**src/rtl/seq_shift_pkg.sv**
```systemverilog
// Shared constants for the iterative shift unit: the 2-bit shift mode field
// (same encoding as the single-cycle shifter) and the control FSM states.
package seq_shift_pkg;

    localparam logic [1:0] MODE_LSL = 2'b00;
    localparam logic [1:0] MODE_LSR = 2'b01;
    localparam logic [1:0] MODE_ASR = 2'b10;
    localparam logic [1:0] MODE_ROR = 2'b11;

    typedef enum logic [1:0] {
        ST_IDLE  = 2'b00,
        ST_SHIFT = 2'b01,
        ST_DONE  = 2'b10
    } state_t;

endpackage

```
**src/rtl/shift_step_1b.sv**
```systemverilog
// Combinational single-bit shift step. Given the working word and the mode,
// produces the word after one bit position of shifting and the bit that
// falls off the end.
module shift_step_1b
    import seq_shift_pkg::*;
#(
    parameter int W = 32
) (
    input  logic [W-1:0] word,
    input  logic [1:0]   mode,
    output logic [W-1:0] next_word,
    output logic         out_bit
);

    // Upper W-1 bits moved down one place; shared by all right-going modes.
    logic [W-2:0] rsh_body;

    genvar gi;
    generate
        for (gi = 0; gi < W - 1; gi++) begin : g_rsh
            assign rsh_body[gi] = word[gi+1];
        end
    endgenerate

    // Select the fill bit on the vacated end and the bit shifted out.
    always_comb begin
        next_word = {word[W-2:0], 1'b0};
        out_bit   = word[W-1];
        case (mode)
            MODE_LSR: begin
                next_word = {1'b0, rsh_body};
                out_bit   = word[0];
            end
            MODE_ASR: begin
                next_word = {word[W-1], rsh_body};
                out_bit   = word[0];
            end
            MODE_ROR: begin
                next_word = {word[0], rsh_body};
                out_bit   = word[0];
            end
            default: begin
                next_word = {word[W-2:0], 1'b0};
                out_bit   = word[W-1];
            end
        endcase
    end

endmodule

```
**src/rtl/seq_shift_unit.sv**
```systemverilog
// Iterative shift engine: LSL/LSR/ASR/ROR by a variable amount, one bit per
// clock, with a valid/ready start handshake and a one-cycle result strobe.
// A new request may be accepted in the DONE cycle, so back-to-back
// operations run without an idle gap.
// Build option: define SEQ_SHIFT_CARRY_EN to add i_carry_in / o_carry and
// track the last bit shifted out; without it the carry logic is absent.
module seq_shift_unit
    import seq_shift_pkg::*;
#(
    parameter  int W  = 32,
    localparam int SW = $clog2(W)
) (
    input  logic          clk,
    input  logic          i_rst_n,
    input  logic          i_valid,
    output logic          o_ready,
    input  logic [1:0]    i_mode,
    input  logic [SW-1:0] i_amount,
    input  logic [W-1:0]  i_data,
    output logic          o_valid,
    output logic [W-1:0]  o_data
`ifdef SEQ_SHIFT_CARRY_EN
    ,
    input  logic          i_carry_in,
    output logic          o_carry
`endif
);

    state_t        state_reg, state_next;
    logic [SW-1:0] count_reg;
    logic [W-1:0]  work_reg;
    logic [1:0]    mode_reg;
    logic [W-1:0]  data_out_reg;
    logic [W-1:0]  step_word;
    logic          accept;
    logic          last_step;

`ifdef SEQ_SHIFT_CARRY_EN
    logic          carry_out_reg;
    logic          step_bit;
`else
    logic          step_bit_unused;
`endif

    assign o_ready   = (state_reg == ST_IDLE) || (state_reg == ST_DONE);
    assign o_valid   = (state_reg == ST_DONE);
    assign o_data    = data_out_reg;
    assign accept    = i_valid && o_ready;
    assign last_step = (count_reg == SW'(1));

`ifdef SEQ_SHIFT_CARRY_EN
    assign o_carry = carry_out_reg;
`endif

    shift_step_1b #(
        .W (W)
    ) u_step (
        .word      (work_reg),
        .mode      (mode_reg),
        .next_word (step_word),
`ifdef SEQ_SHIFT_CARRY_EN
        .out_bit   (step_bit)
`else
        .out_bit   (step_bit_unused)
`endif
    );

    // State register.
    always_ff @(posedge clk or negedge i_rst_n) begin
        if (!i_rst_n) begin
            state_reg <= ST_IDLE;
        end else begin
            state_reg <= state_next;
        end
    end

    // Next-state logic: a zero-distance request goes straight to DONE.
    always_comb begin
        state_next = state_reg;
        case (state_reg)
            ST_IDLE: begin
                if (accept) begin
                    state_next = (i_amount != '0) ? ST_SHIFT : ST_DONE;
                end
            end
            ST_SHIFT: begin
                if (last_step) begin
                    state_next = ST_DONE;
                end
            end
            ST_DONE: begin
                if (accept) begin
                    state_next = (i_amount != '0) ? ST_SHIFT : ST_DONE;
                end else begin
                    state_next = ST_IDLE;
                end
            end
            default: state_next = ST_IDLE;
        endcase
    end

    // Working word, counter and result registers; results load only on the
    // transition into DONE so o_data holds between operations.
    always_ff @(posedge clk or negedge i_rst_n) begin
        if (!i_rst_n) begin
            count_reg    <= '0;
            work_reg     <= '0;
            mode_reg     <= MODE_LSL;
            data_out_reg <= '0;
        end else if (accept) begin
            work_reg  <= i_data;
            mode_reg  <= i_mode;
            count_reg <= i_amount;
            if (i_amount == '0) begin
                data_out_reg <= i_data;
            end
        end else if (state_reg == ST_SHIFT) begin
            work_reg  <= step_word;
            count_reg <= count_reg - SW'(1);
            if (last_step) begin
                data_out_reg <= step_word;
            end
        end
    end

`ifdef SEQ_SHIFT_CARRY_EN
    // Carry result: incoming carry for a zero shift, else the final bit out.
    always_ff @(posedge clk or negedge i_rst_n) begin
        if (!i_rst_n) begin
            carry_out_reg <= 1'b0;
        end else if (accept) begin
            if (i_amount == '0) begin
                carry_out_reg <= i_carry_in;
            end
        end else if ((state_reg == ST_SHIFT) && last_step) begin
            carry_out_reg <= step_bit;
        end
    end
`endif

endmodule

```
**config.mk**
```make
export PLATFORM = sky130hd
export DESIGN_NAME = seq_shift_unit
export DESIGN_NICKNAME = d
export VERILOG_FILES = /design/src/rtl/seq_shift_pkg.sv /design/src/rtl/shift_step_1b.sv /design/src/rtl/seq_shift_unit.sv
export SDC_FILE = /design/constraint.sdc
export NUM_CORES = 1
export LEC_CHECK = 0
export ABC_AREA = 1
export BUFFER_PORTS_ARGS = -buffer_cell sky130_fd_sc_hd__clkbuf_2
export CAP_MARGIN = 20
export CORE_MARGIN = 10
export CORE_UTILIZATION = 50
export DETAILED_ROUTE_END_ITERATION = 8
export HOLD_SLACK_MARGIN = 0.12
export PLACE_DENSITY_LB_ADDON = 0.15
export RECOVER_POWER = 100
export SLEW_MARGIN = 20
export SYNTH_ARGS = -nofsm -noshare
export SYNTH_HDL_FRONTEND = slang
export SYNTH_SLANG_ARGS = --single-unit
```
**constraint.sdc**
```tcl
create_clock -name clk -period 1.98 [get_ports clk]
set_input_delay 0.297 -clock clk [delete_from_list [all_inputs] [get_ports clk]]
set_output_delay 0.297 -clock clk [all_outputs]
set_load 0.03 [all_outputs]
```
==> reports/qor.yml, run 1 <==
tns_ps: 0
die_y_um: 106
hold_buffers: 1
r2r_cells: 7
drt_pass1_iterations: 4
num_rows: 31
syn-num-nets: 556
synth_area_per_cell_um2: 7.24
ys_ff_latch: 73
p_leak_nw: 2.41
cts_root_buf: "clkbuf_8"
finalSetupViolations: 0
arrival_ps: 2030
cts.sinks: 73
cp_slowest_cell: "nor2_8"
grt_start_max_net_pins: 67
ir_drop_v: 0.000865
dp_hpwl_um: 6030
cts_tree: "built"
drtIter0Drc: 136
run_status: "completed"
syn_to_final_growth_pct: 16.2
drv_slew: 0
worst-setup-path-type: "flop to flop"
worst_setup_path_end_kind: "flop"
holdCritPathClass: "primary input to flop"
nNetsFinal: 624
cts_buffer_depth: 2
num_antenna_cells: 0
drcViolationCount: 0
worstMarginPinSlew_ps: 897
drive_above_1_share: 0.126
fin_crit_sh: 0.882
insertion_delay_ps: 340
grt_pass1_wl_um: 14600
hold_viol: 0
fmax_ghz: 0.572
ys_types: 22
netlist_area_mm2: 0.00371
pin_count: 76
grt_pass1_vias: 3257
antenna_found_initial: 0
ys_seq_area_frac: 0.493
path_clk_slew_ps: 80
max_stage_delay_ps: 410
ys_warn_count: 0
overflow: 0
wl_per_cell_um: 12.4
p_per_area_mw_per_mm2: 1890
track_usage: 0.154
cp.required_ps: 2260
synthCells: 512
start_util: 0.514
routed_via_density: 4.77
fillers: 739
postCtsSetupRepairBufs: 0
ff_latch_area_mm2: 0.00183
dieArea_mm2: 0.0113
via_count: 3264
cap_violations: 0
hold_depth: 3
power_w: 0.00813
min_period_ps: 1750
cts_inserted_buffers: 9
fp.dieW_um: 106
port_buffers: 75
critPathLaunchType: "flop"
cp_max_fo: 33
rsz0062_at_grt: "false"
cts_resized: 0
worstPathCellList: "inv_2 > nand2_2 > nand2_4 > nand2_2 > nor2_8 > nand2_1 > nand2_1"
dp.cells: 667
globalplace.congestion: 0.797
wirelength_um: 8500
maxSlewHeadroom: 0.401
ant_nets: 0
core_area_mm2: 0.00721
htree_levels: 3
regToRegSetupSlack_ps: 230
fin_skew_ps: 12.0
multiInputGateArea_mm2: 0.00155
final_cells: 684
==> metal layers <==
metal / part of all wire / global-route usage / wire length (um) / vias to the layer above
met5: 0 / 0 / 0 / -
met2: 0.47 / 0.250 / 4010 / 64
met3: 0.054 / 0.0417 / 460 / 7
met4: 0.0083 / 0.0551 / 71 / 0
met1: 0.47 / 0.192 / 3960 / 1487
li1: - / - / - / 1706
==> power by group <==
part	total (W)	leakage, nW	switching [W]	internal, W
Sequential	0.00252	0.912	0.000302	0.00222
Clock	0.00120	0.109	0.000553	0.000647
Combinational	0.00441	1.39	0.00311	0.00130
==> Yosys cell counts (all sizes together) <==
| master | count | share of area |
|---|---|---|
| nand2 | 279 | 0.29 |
| inv | 44 | 0.045 |
| buf | 24 | 0.040 |
| o21ai | 33 | 0.045 |
| xor2 | 1 | 0.0024 |
| a21oi | 3 | 0.0040 |
| o211ai | 2 | 0.0040 |
| o221ai | 1 | 0.0024 |
| nand3 | 38 | 0.053 |
| dfrtp | 73 | 0.49 |
| nor2 | 10 | 0.017 |
| ha | 2 | 0.0067 |
| clkbuf | 2 | 0.0020 |
==> layout by cell type, fill, tap and decap left out, drive strengths merged <==
cell,Yosys,routed
o221ai,1,1
o21ai,33,33
bufinv,0,1
ha,2,2
o211ai,2,2
nand2,279,279
dlygate4sd3,0,1
clkbuf,2,86
buf,24,7
nor2,10,10
dfrtp,73,73
a21oi,3,3
nand3,38,38
xor2,1,1
inv,44,44
clkinv,0,4
==> per-stage QoR <==
step	setup WS [ps]	util	hold WS [ps]	instance area [um^2]
after global placement	350	0.575	263	4150
after detailed placement	296	0.575	268	4150
after CTS	278	0.604	170	4360
after floorplan	654	-	1.41	3710
after global routing	17.8	0.597	182	4310
final	233	0.597	176	4310
==> cell families after synthesis <==
family          after synthesis  synth area share
simple gates                327             0.357
xor+xnor                      1           0.00236
flops                        73             0.493
compound gates               39            0.0550
fa+ha+maj                     2           0.00675
buf+inv                      70            0.0864
==> cell type report <==
type,instances,share of cell area
clock buffers,11,0.0351
clock inverters,5,0.0125
inverters,44,0.0383
multi-input cells,369,0.361
flip-flops and latches,73,0.424
well taps,99,0.0288
repair buffers,83,0.100
==> critical path, delay by kind of cell, from the launching register on <==
| family | cells | cell delay [ps] |
|---|---|---|
| buffers and inverters | 1 | 100 |
| flip-flops | 1 | 400 |
| AND/OR/NAND/NOR | 6 | 1180 |
==> path summary, 6_finish.rpt <==
check                                  start           end
max in group asynchronous            i_rst_n  work_reg[16]
worst min register to register    o_data[17]    o_data[17]
worst max-delay path            state_reg[0]    o_data[21]
min in group asynchronous            i_rst_n    o_data[27]
worst max register to register  state_reg[0]    o_data[21]
worst min-delay path               i_mode[1]   mode_reg[1]
No activity file was read; power rests on OpenSTA's default activity.
==> run 2, diff against run 1 <==
--- a/config.mk
+++ b/config.mk
@@ -6,7 +6,7 @@
 export NUM_CORES = 1
 export LEC_CHECK = 0
 export ABC_AREA = 1
-export BUFFER_PORTS_ARGS = -buffer_cell sky130_fd_sc_hd__clkbuf_2
+export BUFFER_PORTS_ARGS = -buffer_cell sky130_fd_sc_hd__buf_2
 export CAP_MARGIN = 20
 export CORE_MARGIN = 10
 export CORE_UTILIZATION = 50
==> run 2 against run 1 <==
Against the previous run: critical path depth stayed put; register-to-register slack barely moved; sequential share of layout area fell by 0.20 points; clock power up 18%; hold slack got worse by 4.2 ps; clock skew shrank 2.1 ps; critical path type unchanged; critical endpoint is now work_reg[30].
==> reports/qor.yml, run 2 (synthesis results as in run 1) <==
worst-setup-path-type: "flop to flop"  # unchanged
insertion_delay_ps: 350  # was 340 ps
max_stage_delay_ps: 660  # was 410 ps
fmax_ghz: 0.571  # was 0.572 GHz
hp-start: "i_mode[1]"  # unchanged
layout_commonest_cell: "nand2_1"  # unchanged
drt_pass1_iterations: 4  # unchanged
dieArea_mm2: 0.0113  # unchanged
ir_drop_v: 0.00104  # was 0.000865 V
cp_max_fo: 31  # was 33
cap_violations: 0  # unchanged
holdCritPathClass: "primary input to flop"  # unchanged
track_usage: 0.159  # was 0.154
p_per_area_mw_per_mm2: 1930  # was 1890 mW/mm^2
drive_above_1_share: 0.126  # unchanged
min_period_ps: 1750  # about the same
syn_to_final_growth_pct: 16.7  # was 16.2%
cts_inserted_buffers: 9  # unchanged
tns_ps: 0  # unchanged
cts_tree: "built"  # unchanged
hold_viol: 0  # unchanged
cp.required_ps: 2200  # was 2260 ps
dp_hpwl_um: 5980  # was 6030 um
drtIter0Drc: 136  # unchanged
port_buffers: 75  # unchanged
nNetsFinal: 624  # unchanged
fp.dieW_um: 106  # unchanged
dp.cells: 667  # unchanged
routed_via_density: 4.82  # was 4.77
p_leak_nw: 2.41  # about the same
startpoint: "mode_reg[1]"  # was state_reg[0]
drv_slew: 0  # unchanged
cts_buffer_depth: 2  # unchanged
power_w: 0.00834  # was 0.00813 W
ff_latch_area_mm2: 0.00183  # unchanged
worst_setup_path_end_kind: "flop"  # unchanged
die_y_um: 106  # unchanged
cp_slowest_cell: "inv_1"  # was nor2_8
wirelength_um: 8620  # was 8500 um
finalSetupViolations: 0  # unchanged
setup_ws_ps: 229  # was 233 ps
crit_path_frequent_cell: "nand2_1"
antenna_found_initial: 0  # unchanged
fin_skew_ps: 9.89  # was 12.0 ps
fin_area_mm2: 0.00433  # was 0.00431 mm^2
htree_levels: 3  # unchanged
num_rows: 31  # unchanged
maxSlewHeadroom: 0.329  # was 0.401
pin_count: 76  # unchanged
r2r_end: "work_reg[30]"  # was o_data[21]
cts_root_buf: "clkbuf_8"  # unchanged
r2r_start: "mode_reg[1]"  # was state_reg[0]
overflow: 0  # unchanged
rsz0062_at_grt: "false"  # unchanged
core_area_mm2: 0.00721  # unchanged
globalplace.congestion: 0.801  # was 0.797
r2r_cells: 7  # unchanged
regToRegSetupSlack_ps: 230  # about the same
via_count: 3295  # was 3264
postPlaceCellArea_mm2: 0.00413  # was 0.00415 mm^2
final_cells: 684  # unchanged
wl_per_cell_um: 12.6  # was 12.4 um
worstMarginPinSlew_ps: 1010  # was 897 ps
path_clk_slew_ps: 70  # was 80 ps
cts.sinks: 73  # unchanged
grt_pass1_wl_um: 15000  # was 14600 um
fillers: 717  # was 739
critPathLaunchType: "flop"  # unchanged
grt_pass1_vias: 3313  # was 3257
run_status: "completed"  # unchanged
place_ws_ps: 256  # was 296 ps
grt_start_max_net_pins: 74  # was 67
num_antenna_cells: 0  # unchanged
multiInputGateArea_mm2: 0.00156  # was 0.00155 mm^2
ant_nets: 0  # unchanged
worstPathCellList: "nor2_1 > inv_1 > nand2_1 > nand3_1 > nand2_1 > nand2_1 > o21ai_0"  # was inv_2 > nand2_2 > nand2_4 > nand2_2 > nor2_8 > nand2_1 > nand2_1
fin_crit_sh: 0.884  # was 0.882
drcViolationCount: 0  # unchanged
crit_path_end: "work_reg[30]"  # was o_data[21]
start_util: 0.514  # unchanged
final_cell_mix: "nand2_1 (275), dfrtp_1 (73), inv_1 (42), buf_2 (40), nand3_1 (37)"  # was nand2_1 (275), dfrtp_1 (73), inv_1 (42), clkbuf_2 (41), nand3_1 (37)
arrival_ps: 1970  # was 2030 ps
-- run 2: cell types whose count changed in the layout (fill, tap and decap cells not counted), sizes merged --
cell / delta
clkbuf: -40
buf: +39
bufinv: +2
clkinv: -1
-- run 2: final cells by class --
| class | instances | area share |
|---|---|---|
| Tap cell | 99 | 0.0286 |
| Inverter | 44 | 0.0382 |
| Clock buffer | 10 | 0.0318 |
| Sequential cell | 73 | 0.422 |
| Clock inverter | 6 | 0.0243 |
| Timing Repair Buffer | 83 | 0.0948 |
| Multi-Input combinational cell | 369 | 0.360 |
-- run 2: worst max-delay path, delay by kind of cell (launching register included) --
kind                   cells  cell delay (ps)
AO/OA/AOI/OAI              1               80
buffers and inverters      1              660
flip-flops                 1              400
AND/OR/NAND/NOR            5              490
-- run 2: stage by stage --
| stage | util | hold slack (ps) |
|---|---|---|
| 2_1_floorplan | - | 1.41 |
| 3_3_place_gp | 0.573 | 346 |
| 3_5_place_dp | 0.573 | 344 |
| 4_1_cts | 0.608 | 166 |
| 5_1_grt | 0.600 | 164 |
| 6_report | 0.600 | 172 |
-- run 2: timing repair --
| item | 4_1_cts | 5_1_grt |
|---|---|---|
| gates resized for setup | 0 | 0 |
| endpoints found under the hold margin | 73 | 0 |
| buffers inserted | 0 | 0 |
| hold buffers | 1 | 0 |
-- run 2: worst min-delay path by stage --
stage / endpoint / slack, ps / cells after the start
2_1_floorplan: count_reg[0] / 1 / 0
3_3_place_gp: o_data[26] / 350 / 2
3_5_place_dp: o_data[24] / 340 / 2
4_1_cts: mode_reg[0] / 170 / 3
5_1_grt: mode_reg[0] / 160 / 3
6_report: mode_reg[1] / 170 / 3
-- run 2: where the power goes --
part,leakage [nW],internal (W),switching (W),total [W]
Sequential,0.912,0.00222,0.000316,0.00253
Combinational,1.37,0.00127,0.00312,0.00439
Clock,0.126,0.000865,0.000551,0.00142
Total,2.41,0.00435,0.00399,0.00834
-- run 2: per-layer routing --
| metal | vias to the layer above | global-route usage | share of wire |
|---|---|---|---|
| met2 | 64 | 0.259 | 0.46 |
| met1 | 1518 | 0.196 | 0.48 |
| met4 | 0 | 0.0667 | 0.017 |
| li1 | 1702 | - | - |
| met5 | - | 0 | 0 |
| met3 | 11 | 0.0423 | 0.049 |
==> run 3, diff against run 2 <==
--- a/config.mk
+++ b/config.mk
@@ -9,7 +9,7 @@
 export BUFFER_PORTS_ARGS = -buffer_cell sky130_fd_sc_hd__buf_2
 export CAP_MARGIN = 20
 export CORE_MARGIN = 10
-export CORE_UTILIZATION = 50
+export CORE_UTILIZATION = 35
 export DETAILED_ROUTE_END_ITERATION = 8
 export HOLD_SLACK_MARGIN = 0.12
 export PLACE_DENSITY_LB_ADDON = 0.15
@@ -17,4 +17,5 @@
 export SLEW_MARGIN = 20
 export SYNTH_ARGS = -nofsm -noshare
 export SYNTH_HDL_FRONTEND = slang
+export SYNTH_HIERARCHICAL = 1
 export SYNTH_SLANG_ARGS = --single-unit
==> run 3 against run 2 <==
Against the previous run: sequential cell count unchanged; non-clock buffer count up 11; synthesized area up 11%; first-iteration DRC count up 53%; combinational power up 18%; setup slack worse by 21 ps; die area up 46%; critical path type unchanged; clock-buffer cell count up 2; critical path depth up 1.
==> reports/qor.yml, run 3 <==
fp.dieW_um: 128  # was 106 um
grt_start_max_net_pins: 68  # was 74
final_cell_mix: "nand2_1 (211), nand3_1 (74), dfrtp_1 (73), nor2_1 (40), buf_2 (40)"  # was nand2_1 (275), dfrtp_1 (73), inv_1 (42), buf_2 (40), nand3_1 (37)
port_buffers: 75  # unchanged
path_clk_slew_ps: 60  # was 70 ps
postCtsSetupRepairBufs: 0  # unchanged
syn-num-nets: 568  # was 556
finalSetupViolations: 0  # unchanged
cts_buffer_depth: 2  # unchanged
fmax_ghz: 0.564  # was 0.571 GHz
wl_per_cell_um: 15.6  # was 12.6 um
cts_root_buf: "clkbuf_16"  # was clkbuf_8
run_status: "completed"  # unchanged
fin_skew_ps: 9.04  # was 9.89 ps
cts_inserted_buffers: 9  # unchanged
die_y_um: 128  # was 106 um
num_rows: 39  # was 31
cap_violations: 0  # unchanged
p_per_area_mw_per_mm2: 2000  # was 1930 mW/mm^2
grt_pass1_vias: 3814  # was 3313
grt_pass1_wl_um: 19500  # was 15000 um
hold_viol: 0  # unchanged
layout_commonest_cell: "nand2_1"  # unchanged
tns_ps: 0  # unchanged
dieArea_mm2: 0.0164  # was 0.0113 mm^2
start_util: 0.358  # was 0.514
maxSlewHeadroom: 0.359  # was 0.329
cp.required_ps: 2200  # about the same
worst_setup_path_end_kind: "flop"  # unchanged
crit_path_frequent_cell: "buf_4"  # was nand2_1
overflow: 0  # unchanged
critPathLaunchType: "flop"  # unchanged
core_area_mm2: 0.0115  # was 0.00721 mm^2
insertion_delay_ps: 330  # was 350 ps
max_stage_delay_ps: 380  # was 660 ps
worstPathCellList: "inv_1 > nand2_4 > inv_2 > buf_4 > nand4_2 > buf_4 > nand3_1 > nand2_1"  # was nor2_1 > inv_1 > nand2_1 > nand3_1 > nand2_1 > nand2_1 > o21ai_0
synthCells: 524  # was 512
fin_crit_sh: 0.895  # was 0.884
syn_to_final_growth_pct: 17.9  # was 16.7%
cts_tree: "built"  # unchanged
track_usage: 0.143  # was 0.159
worst-setup-path-type: "flop to flop"  # unchanged
power_w: 0.00967  # was 0.00834 W
drt_pass1_iterations: 4  # unchanged
wirelength_um: 11500  # was 8620 um
rsz0062_at_grt: "false"  # unchanged
arrival_ps: 1990  # was 1970 ps
cp_max_fo: 23  # was 31
pin_count: 76  # unchanged
htree_levels: 3  # unchanged
num_antenna_cells: 0  # unchanged
ir_drop_v: 0.000823  # was 0.00104 V
ys_warn_count: 6  # was 0
drcViolationCount: 0  # unchanged
worstMarginPinSlew_ps: 961  # was 1010 ps
dp_hpwl_um: 8010  # was 5980 um
min_period_ps: 1770  # was 1750 ps
nNetsFinal: 638  # was 624
p_leak_nw: 2.38  # was 2.41 nW
netlist_area_mm2: 0.00410  # was 0.00371 mm^2
via_count: 3765  # was 3295
drtIter0Drc: 208  # was 136
drive_above_1_share: 0.179  # was 0.126
globalplace.congestion: 0.777  # was 0.801
holdCritPathClass: "primary input to flop"  # unchanged
ant_nets: 0  # unchanged
synth_area_per_cell_um2: 7.82  # was 7.24 um^2
antenna_found_initial: 0  # unchanged
cts.sinks: 73  # unchanged
cp_slowest_cell: "dfrtp_1"  # was inv_1
drv_slew: 0  # unchanged
routed_via_density: 5.08  # was 4.82
-- run 3: metal layers --
metal	track usage	wire length, um
met4	0.0338	112
met3	0.0393	724
met2	0.220	5280
met5	0	0
met1	0.193	5420
-- run 3: final timing paths --
kind,cells past startpoint,endpoint,slack (ps),start
setup reg to reg,8,o_data[13],210,state_reg[0]
hold reg to reg,2,o_data[4],510,o_data[4]
max in group asynchronous,3,o_data[5],360,i_rst_n
hold / removal,3,mode_reg[1],170,i_mode[1]
setup / recovery,8,o_data[13],210,state_reg[0]
min in group asynchronous,2,o_data[26],630,i_rst_n
-- run 3: power by group --
part | switching, W | internal [W] | leakage (nW)
Clock | 0.000627 | 0.00103 | 0.148
Sequential | 0.000536 | 0.00230 | 0.847
Combinational | 0.00339 | 0.00178 | 1.39
Total | 0.00455 | 0.00512 | 2.38
-- run 3: timing repair --
item / CTS / global route
hold endpoints to repair: 42 / 0
resized for setup: 0 / 0
hold buffers: 1 / 0
-- run 3: cell type report --
type | instances | area, um^2
multi-input combinational | 403 | 1980
clock buffer | 12 | 256
clock inverter | 3 | 40.0
inverter | 13 | 48.8
fill | 1211 | 6630
timing repair buffer | 94 | 499
tap | 143 | 179
sequential | 73 | 1830
-- run 3: worst max-delay path, delay by kind of cell (launching register included) --
| kind | cells | cell delay, ps |
|---|---|---|
| buf+inv | 4 | 790 |
| flops | 1 | 380 |
| simple gates | 4 | 490 |
-- run 3: metrics by stage --
stage	utilization	worst slack (ps)	cell area [um^2]	std cells	hold slack, ps
after floorplan	-	613	4100	524	1.41
after global placement	0.399	298	4580	725	174
after detailed placement	0.399	275	4580	725	178
after CTS	0.426	260	4890	741	169
after global routing	0.422	47.5	4830	741	180
final	0.422	208	4830	741	173
